$ cat src/rtl/secuenciador_mult_pkg.sv
// Shared definitions for the multiplier sequencer: FSM encoding and default parameters.
package secuenciador_mult_pkg;

    localparam int unsigned NUM_BITS_DEF   = 4;
    localparam int unsigned FIFO_DEPTH_DEF = 4;
    localparam int unsigned TIMEOUT_DEF    = 64;

    typedef enum logic [1:0] {
        IDLE    = 2'd0,
        LANZAR  = 2'd1,
        ESPERA  = 2'd2,
        ENTREGA = 2'd3
    } estado_t;

endpackage

$ cat src/rtl/secuenciador_mult_fifo_operandos.sv
// First-word-fall-through buffer holding operand pairs awaiting the multiplier.
module fifo_operandos #(
    parameter int unsigned WIDTH = 8,
    parameter int unsigned DEPTH = 4
) (
    input  logic                     clk,
    input  logic                     rst,
    input  logic                     push,
    input  logic                     pop,
    input  logic [WIDTH-1:0]         din,
    output logic [WIDTH-1:0]         dout,
    output logic                     full,
    output logic                     empty,
    output logic [$clog2(DEPTH):0]   count
);

    localparam int unsigned PTR_W = $clog2(DEPTH);
    localparam int unsigned CNT_W = PTR_W + 1;

    logic [WIDTH-1:0] mem [DEPTH];
    logic [PTR_W-1:0] wr_ptr;
    logic [PTR_W-1:0] rd_ptr;
    logic             do_push;
    logic             do_pop;

    assign do_push = push && !full;
    assign do_pop  = pop && !empty;
    assign full    = (count == CNT_W'(DEPTH));
    assign empty   = (count == '0);
    assign dout    = mem[rd_ptr];

    // Pointers wrap naturally because DEPTH is a power of two.
    always_ff @(posedge clk or posedge rst) begin
        if (rst) begin
            wr_ptr <= '0;
            rd_ptr <= '0;
            count  <= '0;
        end else begin
            if (do_push) wr_ptr <= wr_ptr + PTR_W'(1);
            if (do_pop)  rd_ptr <= rd_ptr + PTR_W'(1);
            count <= count + CNT_W'(do_push) - CNT_W'(do_pop);
        end
    end

    always_ff @(posedge clk) begin
        if (do_push) mem[wr_ptr] <= din;
    end

endmodule

$ cat src/rtl/secuenciador_mult.sv
// Buffers operand pairs and sequences them one at a time through an external
// multiplier, returning products in order with a sticky timeout flag.
module secuenciador_mult
    import secuenciador_mult_pkg::*;
#(
    parameter int unsigned NUM_BITS   = NUM_BITS_DEF,
    parameter int unsigned FIFO_DEPTH = FIFO_DEPTH_DEF,
    parameter int unsigned TIMEOUT    = TIMEOUT_DEF
) (
    input  logic                  clk,
    input  logic                  rst,
    input  logic                  in_valid,
    output logic                  in_ready,
    input  logic [NUM_BITS-1:0]   in_multiplicando,
    input  logic [NUM_BITS-1:0]   in_multiplicador,
    output logic                  start,
    output logic [NUM_BITS-1:0]   multiplicando,
    output logic [NUM_BITS-1:0]   multiplicador,
    input  logic [2*NUM_BITS-1:0] resultado,
    input  logic                  fin,
    output logic                  out_valid,
    input  logic                  out_ready,
    output logic [2*NUM_BITS-1:0] out_resultado,
    output logic                  err
);

    localparam int unsigned PAIR_W = 2 * NUM_BITS;
    localparam int unsigned CNT_W  = $clog2(FIFO_DEPTH) + 1;
    localparam int unsigned TMO_W  = $clog2(TIMEOUT + 1);

    estado_t           state;
    estado_t           state_d;
    logic [PAIR_W-1:0] fifo_head;
    logic [CNT_W-1:0]  fifo_count;
    logic              fifo_full;
    logic              fifo_empty;
    logic              push_c;
    logic              pop_c;
    logic              capture_c;
    logic              timeout_c;
    logic              fin_q;
    logic              fin_rise_c;
    logic              tmo_hit_c;
    logic [TMO_W-1:0]  tmo_cnt;

    assign in_ready   = (fifo_count < CNT_W'(FIFO_DEPTH));
    assign push_c     = in_valid && !fifo_full;
    assign fin_rise_c = fin && !fin_q;
    // Counter starts one cycle after start, so TIMEOUT-2 lands the flag TIMEOUT cycles after start.
    assign tmo_hit_c  = (state == ESPERA) && (tmo_cnt == TMO_W'(TIMEOUT - 2));

    fifo_operandos #(
        .WIDTH (PAIR_W),
        .DEPTH (FIFO_DEPTH)
    ) u_fifo (
        .clk   (clk),
        .rst   (rst),
        .push  (push_c),
        .pop   (pop_c),
        .din   ({in_multiplicando, in_multiplicador}),
        .dout  (fifo_head),
        .full  (fifo_full),
        .empty (fifo_empty),
        .count (fifo_count)
    );

    always_ff @(posedge clk or posedge rst) begin
        if (rst) state <= IDLE;
        else     state <= state_d;
    end

    always_comb begin
        state_d = state;
        case (state)
            IDLE:    if (!fifo_empty) state_d = LANZAR;
            LANZAR:  state_d = ESPERA;
            ESPERA:  begin
                if (fin_rise_c)     state_d = ENTREGA;
                else if (tmo_hit_c) state_d = IDLE;
            end
            ENTREGA: if (out_ready) state_d = IDLE;
            default: state_d = IDLE;
        endcase
    end

    // Per-state datapath strobes; a fin edge wins over a coincident timeout.
    always_comb begin
        pop_c     = 1'b0;
        capture_c = 1'b0;
        timeout_c = 1'b0;
        case (state)
            IDLE:    pop_c = !fifo_empty;
            ESPERA:  begin
                if (fin_rise_c)     capture_c = 1'b1;
                else if (tmo_hit_c) timeout_c = 1'b1;
            end
            default: ;
        endcase
    end

    always_ff @(posedge clk or posedge rst) begin
        if (rst) begin
            fin_q         <= 1'b0;
            start         <= 1'b0;
            out_valid     <= 1'b0;
            multiplicando <= '0;
            multiplicador <= '0;
            out_resultado <= '0;
            err           <= 1'b0;
            tmo_cnt       <= '0;
        end else begin
            fin_q     <= fin;
            start     <= (state_d == LANZAR);
            out_valid <= (state_d == ENTREGA);
            if (pop_c) begin
                multiplicando <= fifo_head[PAIR_W-1:NUM_BITS];
                multiplicador <= fifo_head[NUM_BITS-1:0];
            end
            if (capture_c) out_resultado <= resultado;
            if (timeout_c) err <= 1'b1;
            if (state == LANZAR)      tmo_cnt <= '0;
            else if (state == ESPERA) tmo_cnt <= tmo_cnt + TMO_W'(1);
        end
    end

endmodule

$ cat config.mk
export PLATFORM = sky130hd
export DESIGN_NAME = secuenciador_mult
export DESIGN_NICKNAME = d
export VERILOG_FILES = /design/src/rtl/secuenciador_mult_pkg.sv /design/src/rtl/secuenciador_mult_fifo_operandos.sv /design/src/rtl/secuenciador_mult.sv
export SDC_FILE = /design/constraint.sdc
export NUM_CORES = 1
export LEC_CHECK = 0
export ABC_AREA = 1
export CAP_MARGIN = 20
export CORE_AREA = 2 2 72 101
export DETAILED_ROUTE_END_ITERATION = 16
export DIE_AREA = 0 0 74 103
export PLACE_DENSITY = 0.72
export SLEW_MARGIN = 5
export SYNTH_ARGS = -nofsm -noshare
export SYNTH_HDL_FRONTEND = slang
export SYNTH_SLANG_ARGS = --single-unit
$ cat constraint.sdc
create_clock -name clk -period 2.4 [get_ports clk]
set_input_delay 0.36 -clock clk [delete_from_list [all_inputs] [get_ports clk]]
set_output_delay 0.36 -clock clk [all_outputs]
set_load 0.02 [all_outputs]
==> key figures, run 1 <==
Critical path
  – R2R setup slack: 280 ps
  – Worst path max stage delay: 390 ps
  – Worst-path fanout max: 18
  – Worst path slowest cell: dfrtp_1
  – R2R Path Start: state[0]
  – Critical Path RT: 2630 ps
  – R2R Path End: u_fifo.count[2]
  – CP delay by family, top: adder cells
  – Data arrival, critical path: 2350 ps
  – Startpoint type of the worst setup path: flop
  – Buf/Inv on CP: 3
  – Critical path, cell by cell: inv_1 > ha_1 > nand2_4 > inv_4 > ha_1 > inv_1 > ha_1 > fa_1 > xor2_1
  – Worst reg-to-reg path cell count: 9
  – Most common cell on crit path: ha_1
  – WS Path Type: reg -> reg
  – CP Capture Type: flop

Place
  – Placed inst area: 3440 µm²
  – Post-DP HPWL: 3680 µm
  – Inst Count DP: 395
  – PortBufs: 40
  – GPL Wtd Cong: 0.757

Logic synthesis
  – Ys async rst share: 52.9%
  – Synth area leader: edfxtp_1
  – Post-synth EDFFs: 32
  – Most frequent cell after synthesis: nor2_1
  – Most frequent cells after synthesis: nor2_1, dfrtp_1, edfxtp_1, inv_1, nand2_1
  – Mapped Cells: 260
  – Cell Area, Synth: 2920 µm²
  – Synthesis-stage register bit count: 68
  – Sequential area share after synthesis: 63.7%
  – Most used DFF post-synth: dfrtp_1
  – YS warnings: 0
  – Synth unique cells: 31
  – Top cell type's share of synthesized area: 32.9%
  – Syn nets: 295
  – Area contributors post-synth: edfxtp_1, dfrtp_1, nor2_1, ha_1, inv_1
  – Syn_area_per_cell: 11.2 µm²

STA
  – Slew headroom: 57.5%
  – Minimum clock period after layout: 2120 ps
  – RSZ-0062 raised after global routing: no
  – Achievable frequency: 472 MHz
  – Slew @ Worst Pin: 637 ps
  – Slew Limit Fails: 0
  – Clk_skew: 8.32 ps
  – Final hold violations: 0
  – Final hold slack: 405 ps
  – Final setup vio count: 0
  – Crit share post-route: 88.3%
  – Final TNS setup: 0 ps

Drt
  – Total Wirelength: 5150 µm
  – Drt drc: 0
  – Vias/cell: 4.60
  – DR WL/cell: 12.5 µm
  – Drt first pass iters: 4
  – Antenna Nets Post-Route: 0
  – Iter 0 DRT Violations: 51
  – Total number of vias: 1,892

CTS
  – Clock sink total: 68
  – Clk slew on worst S/H paths: 80 ps
  – Hold buffer count at cts: 0
  – TritonCTS clock tree: done
  – CTS Buf Count: 9
  – Max Buffers Root-to-Sink: 2
  – Post-cts sizing count: 0
  – Post-CTS Repair Setup Buffers: 0
  – Clk_lat worst skew: 350 ps
  – Root Buffer: clkbuf_8
  – H-tree levels: 3

Floorplanning
  – Initial Util: 43.0%
  – Placeable Area: 6800 µm²
  – Core Rows: 36
  – I/O pin total: 41
  – Die area: 7620 µm²
  – Die X-Extent: 74 µm
  – Die Ht: 103 µm

Finish
  – Diodes inserted: 0
  – Layout cell share with drive strength beyond 1: 12.0%
  – Filler cell count: 617
  – Area Growth Syn to Fin: 24.6%
  – Final non-filler cell total: 411
  – Nets@finish: 346
  – Post-route cell area: 3640 µm²

Job
  – Max cap viols: 0

GRT
  – Largest net degree at the start of global routing: 37
  – Global route overflow: 0
  – First-pass GRT wire length: 8400 µm
  – Initial antenna violation count: 0
  – Vias in the first global route: 1,962
  – Gr usage total: 15.1%

Run status
  – Status: finished, final reports clean

Pwr
  – P per Cell Area: 1270 nW/µm²
  – Worst vdd ir: 505 µV
  – Pleak: 1.52 nW

Hold path
  – HP Class: in -> async
## layer usage
metal | up-vias | track usage (%) | wire length, µm
li1 | 959 | - | -
met1 | 882 | 15.6 | 2130
met2 | 40 | 27.2 | 2680
met4 | 0 | 7.97 | 120
met5 | - | 0 | 0
met3 | 11 | 4.01 | 209
## metrics by stage
step	total power (W)	worst slack (ps)	util, %
after floorplan	0.00311	322	-
after global placement	0.00369	350	50.6
after detailed placement	0.00376	305	50.6
after CTS	0.00471	279	53.6
after global routing	0.00501	177	53.6
final	0.00464	281	53.6
## kinds of logic (layout without fill, tap and decap cells)
kind of cell | count (synthesis) | in the layout | synth area share, %
fa+ha+maj | 14 | 14 | 6.25
mux | 8 | 8 | 3.08
compound gates | 35 | 35 | 7.02
simple gates | 92 | 92 | 13.1
xor+xnor | 4 | 4 | 1.20
buf+inv | 39 | 95 | 5.69
flops | 68 | 68 | 63.7
## cells in the final DEF, fill, tap and decap left out, types with 2 or more instances in the layout
cell / count
xor2_1: 3
mux2_2: 8
edfxtp_1: 32
clkinvlp_4: 3
a31oi_1: 8
dfrtp_1: 36
ha_1: 13
clkdlybuf4s50_1: 40
inv_1: 30
nand2_1: 25
o21ai_0: 19
inv_6: 2
o21ai_1: 2
nor2_1: 55
inv_2: 3
buf_4: 5
clkbuf_8: 9
nand3_1: 5
a21oi_1: 3
## worst register-to-register path, cell delays in order (launching register included)
cell and delay, ps:
dfrtp_1 390, inv_1 120, ha_1 250, nand2_4 90, inv_4 80, ha_1 280
inv_1 40, ha_1 200, fa_1 390, xor2_1 180
## flip-flops by register name (all words and copies together), names as in the netlist
name	cells
err	1
fin_q	1
multiplicador	4
multiplicando	4
out_resultado	8
out_valid	1
start	1
state	2
tmo_cnt	7
u_fifo.count	3
u_fifo.mem	32
u_fifo.rd_ptr	2
u_fifo.wr_ptr	2
## worst max path at each step
stage,startpoint,endpoint,cells after the start
4_1_cts,state[0],u_fifo.count[2],9
2_1_floorplan,state[0],u_fifo.count[2],10
3_5_place_dp,state[0],u_fifo.count[2],9
6_report,state[0],u_fifo.count[2],9
3_3_place_gp,u_fifo.count[1],u_fifo.count[2],9
5_1_grt,u_fifo.count[0],u_fifo.count[2],9
## final cells by class
| class | instances | area, µm² | share of cell area [%] |
|---|---|---|---|
| Tap cell | 95 | 119 | 3.26 |
| Clock inverter | 7 | 75.1 | 2.06 |
| Multi-Input combinational cell | 153 | 895 | 24.6 |
| Clock buffer | 9 | 124 | 3.40 |
| Timing Repair Buffer | 45 | 438 | 12.0 |
| Sequential cell | 68 | 1860 | 51.1 |
| Inverter | 34 | 130 | 3.57 |
## report_power, final
part | total [W] | leakage, nW | switching [W] | internal [W]
combinational | 0.00182 | 0.708 | 0.00103 | 0.000788
clock | 0.000943 | 0.0923 | 0.000459 | 0.000484
sequential | 0.00188 | 0.722 | 0.000267 | 0.00162
total | 0.00464 | 1.52 | 0.00175 | 0.00289
Power figures use the tool's default switching activity.
==> run 2: changes to the inputs <==
--- a/config.mk
+++ b/config.mk
@@ -10,7 +10,8 @@
 export CORE_AREA = 2 2 72 101
 export DETAILED_ROUTE_END_ITERATION = 16
 export DIE_AREA = 0 0 74 103
-export PLACE_DENSITY = 0.72
+export DONT_BUFFER_PORTS = 1
+export PLACE_DENSITY = 0.64
 export SLEW_MARGIN = 5
 export SYNTH_ARGS = -nofsm -noshare
 export SYNTH_HDL_FRONTEND = slang
==> run 2 against run 1 <==
Effect of this change:
- power is 5.5% lower
- clock skew is 2.9 ps lower
- hold slack worse by 400 ps
- cell area is 11% lower
- clock power is 7% higher
- global-route usage hardly changed
- final cell count is 9.7% lower
- via count is 8.3% lower
- largest cell class unchanged
- combinational power is 30% lower
- largest power group unchanged
- first-iteration DRC count is 45% higher
- wire length is 2.8% lower
- core utilization is 5.6 points lower
==> key figures, run 2 (synthesized netlist as in run 1, its figures left out) <==
Place
  – DP Worst Slack: 295 ps
  – GPL Wtd Cong: 0.705
  – PortBufs: 0
  – Post-DP HPWL: 3530 µm

STA
  – Slew @ Worst Pin: 611 ps
  – Final TNS setup: 0 ps
  – Slew Limit Fails: 0
  – Final hold violations: 0
  – Final hold slack: 6.36 ps
  – RSZ-0062 raised after global routing: no
  – Final setup vio count: 0
  – Achievable frequency: 475 MHz
  – Crit share post-route: 87.6%
  – Clk_skew: 5.47 ps
  – Slew headroom: 59.3%
  – Final WS setup: 297 ps
  – Minimum clock period after layout: 2100 ps

Pwr
  – Worst vdd ir: 423 µV
  – Design Power: 0.00439 W
  – Pleak: 1.37 nW
  – P per Cell Area: 1350 nW/µm²

Critical path
  – Startpoint type of the worst setup path: flop
  – R2R Path End: u_fifo.count[2]
  – CP Launch Point: state[0]
  – WS Path Type: reg -> reg
  – Worst-path fanout max: 18
  – CP Capture Type: flop
  – Data arrival, critical path: 2320 ps
  – R2R setup slack: 300 ps
  – Worst setup path end: u_fifo.count[2]
  – Critical Path RT: 2620 ps
  – R2R Path Start: state[0]
  – Worst reg-to-reg path cell count: 9

Finish
  – Layout cell share with drive strength beyond 1: 13.4%
  – Area Growth Syn to Fin: 11.5%
  – Core Util, Final: 47.9%
  – Top reg by flops: u_fifo.mem
  – Max FFs per register: 32
  – Diodes inserted: 0
  – Most frequent cells in the layout: nor2_1, dfrtp_1, edfxtp_1, inv_1, nand2_1
  – Most common cell after layout, fill and taps aside: nor2_1
  – Nets@finish: 306
  – Largest regs: u_fifo.mem (32), out_resultado (8), tmo_cnt (7)

Drt
  – Antenna Nets Post-Route: 0
  – Drt first pass iters: 4
  – Drt drc: 0
  – Total number of vias: 1,735
  – DR WL/cell: 13.5 µm
  – Vias/cell: 4.68
  – Iter 0 DRT Violations: 74
  – Total Wirelength: 5000 µm

Floorplanning
  – I/O pin total: 41
  – Die Ht: 103 µm
  – Core Rows: 36
  – Die X-Extent: 74 µm
  – Placeable Area: 6800 µm²
  – Die area: 7620 µm²
  – Initial Util: 43.0%

CTS
  – CTS Buf Count: 9
  – H-tree levels: 3
  – Post-CTS Repair Setup Buffers: 0
  – Max Buffers Root-to-Sink: 2
  – TritonCTS clock tree: done
  – Root Buffer: clkbuf_8
  – Clk slew on worst S/H paths: 70 ps
  – Clock sink total: 68
  – Post-cts sizing count: 0
  – Clk_lat worst skew: 340 ps
  – Hold buffer count at cts: 0

GRT
  – Initial antenna violation count: 0
  – First-pass GRT wire length: 8330 µm
  – Largest net degree at the start of global routing: 37
  – Gr usage total: 15.1%
  – Global route overflow: 0
  – Vias in the first global route: 1,758

Run status
  – Status: finished, final reports clean

Job
  – Max cap viols: 0

Hold path
  – HP Class: in -> async
run 2: layout make-up:
cell class	count	area (µm²)
Tap cell	95	119
Sequential cell	68	1860
Timing Repair Buffer	5	37.5
Inverter	34	130
Fill cell	615	3540
Multi-Input combinational cell	153	895
Clock buffer	9	124
Clock inverter	7	91.3
run 2: worst min path at each step:
stage | start | endpoint | slack, ps | depth (start not counted)
global route | fin | fin_q | 20 | 0
floorplan | fin | fin_q | 390 | 0
finish | rst | out_resultado[3] | 6 | 2
detailed placement | rst | out_resultado[3] | 390 | 2
global placement | rst | out_resultado[3] | 380 | 2
CTS | rst | out_resultado[3] | 10 | 2
run 2: where the power goes:
part	total (W)	switching, W	leakage [nW]	internal, W
Combinational	0.00128	0.000781	0.551	0.000504
Clock	0.00101	0.000432	0.0989	0.000579
Sequential	0.00209	0.000476	0.722	0.00162
run 2: worst max-delay path: stages (launching register included):
cell     delay (ps)
dfrtp_1         400
inv_1           120
ha_1            250
nand2_4          90
inv_4            80
ha_1            280
inv_1            40
ha_1            190
fa_1            380
xor2_1          170
run 2: layer usage:
layer	up-vias	track usage [%]	routed length, µm
met5	-	0	0
met4	0	6.29	39
met3	2	7.14	298
met2	42	25.3	2660
met1	815	16.2	2010
li1	876	-	-
run 2: metrics by stage:
| step | instances | instance area (µm²) |
|---|---|---|
| final | 371 | 3260 |
| after global routing | 371 | 3260 |
| after CTS | 371 | 3260 |
| after detailed placement | 355 | 3040 |
| after global placement | 355 | 3040 |
| after floorplan | 260 | 2920 |
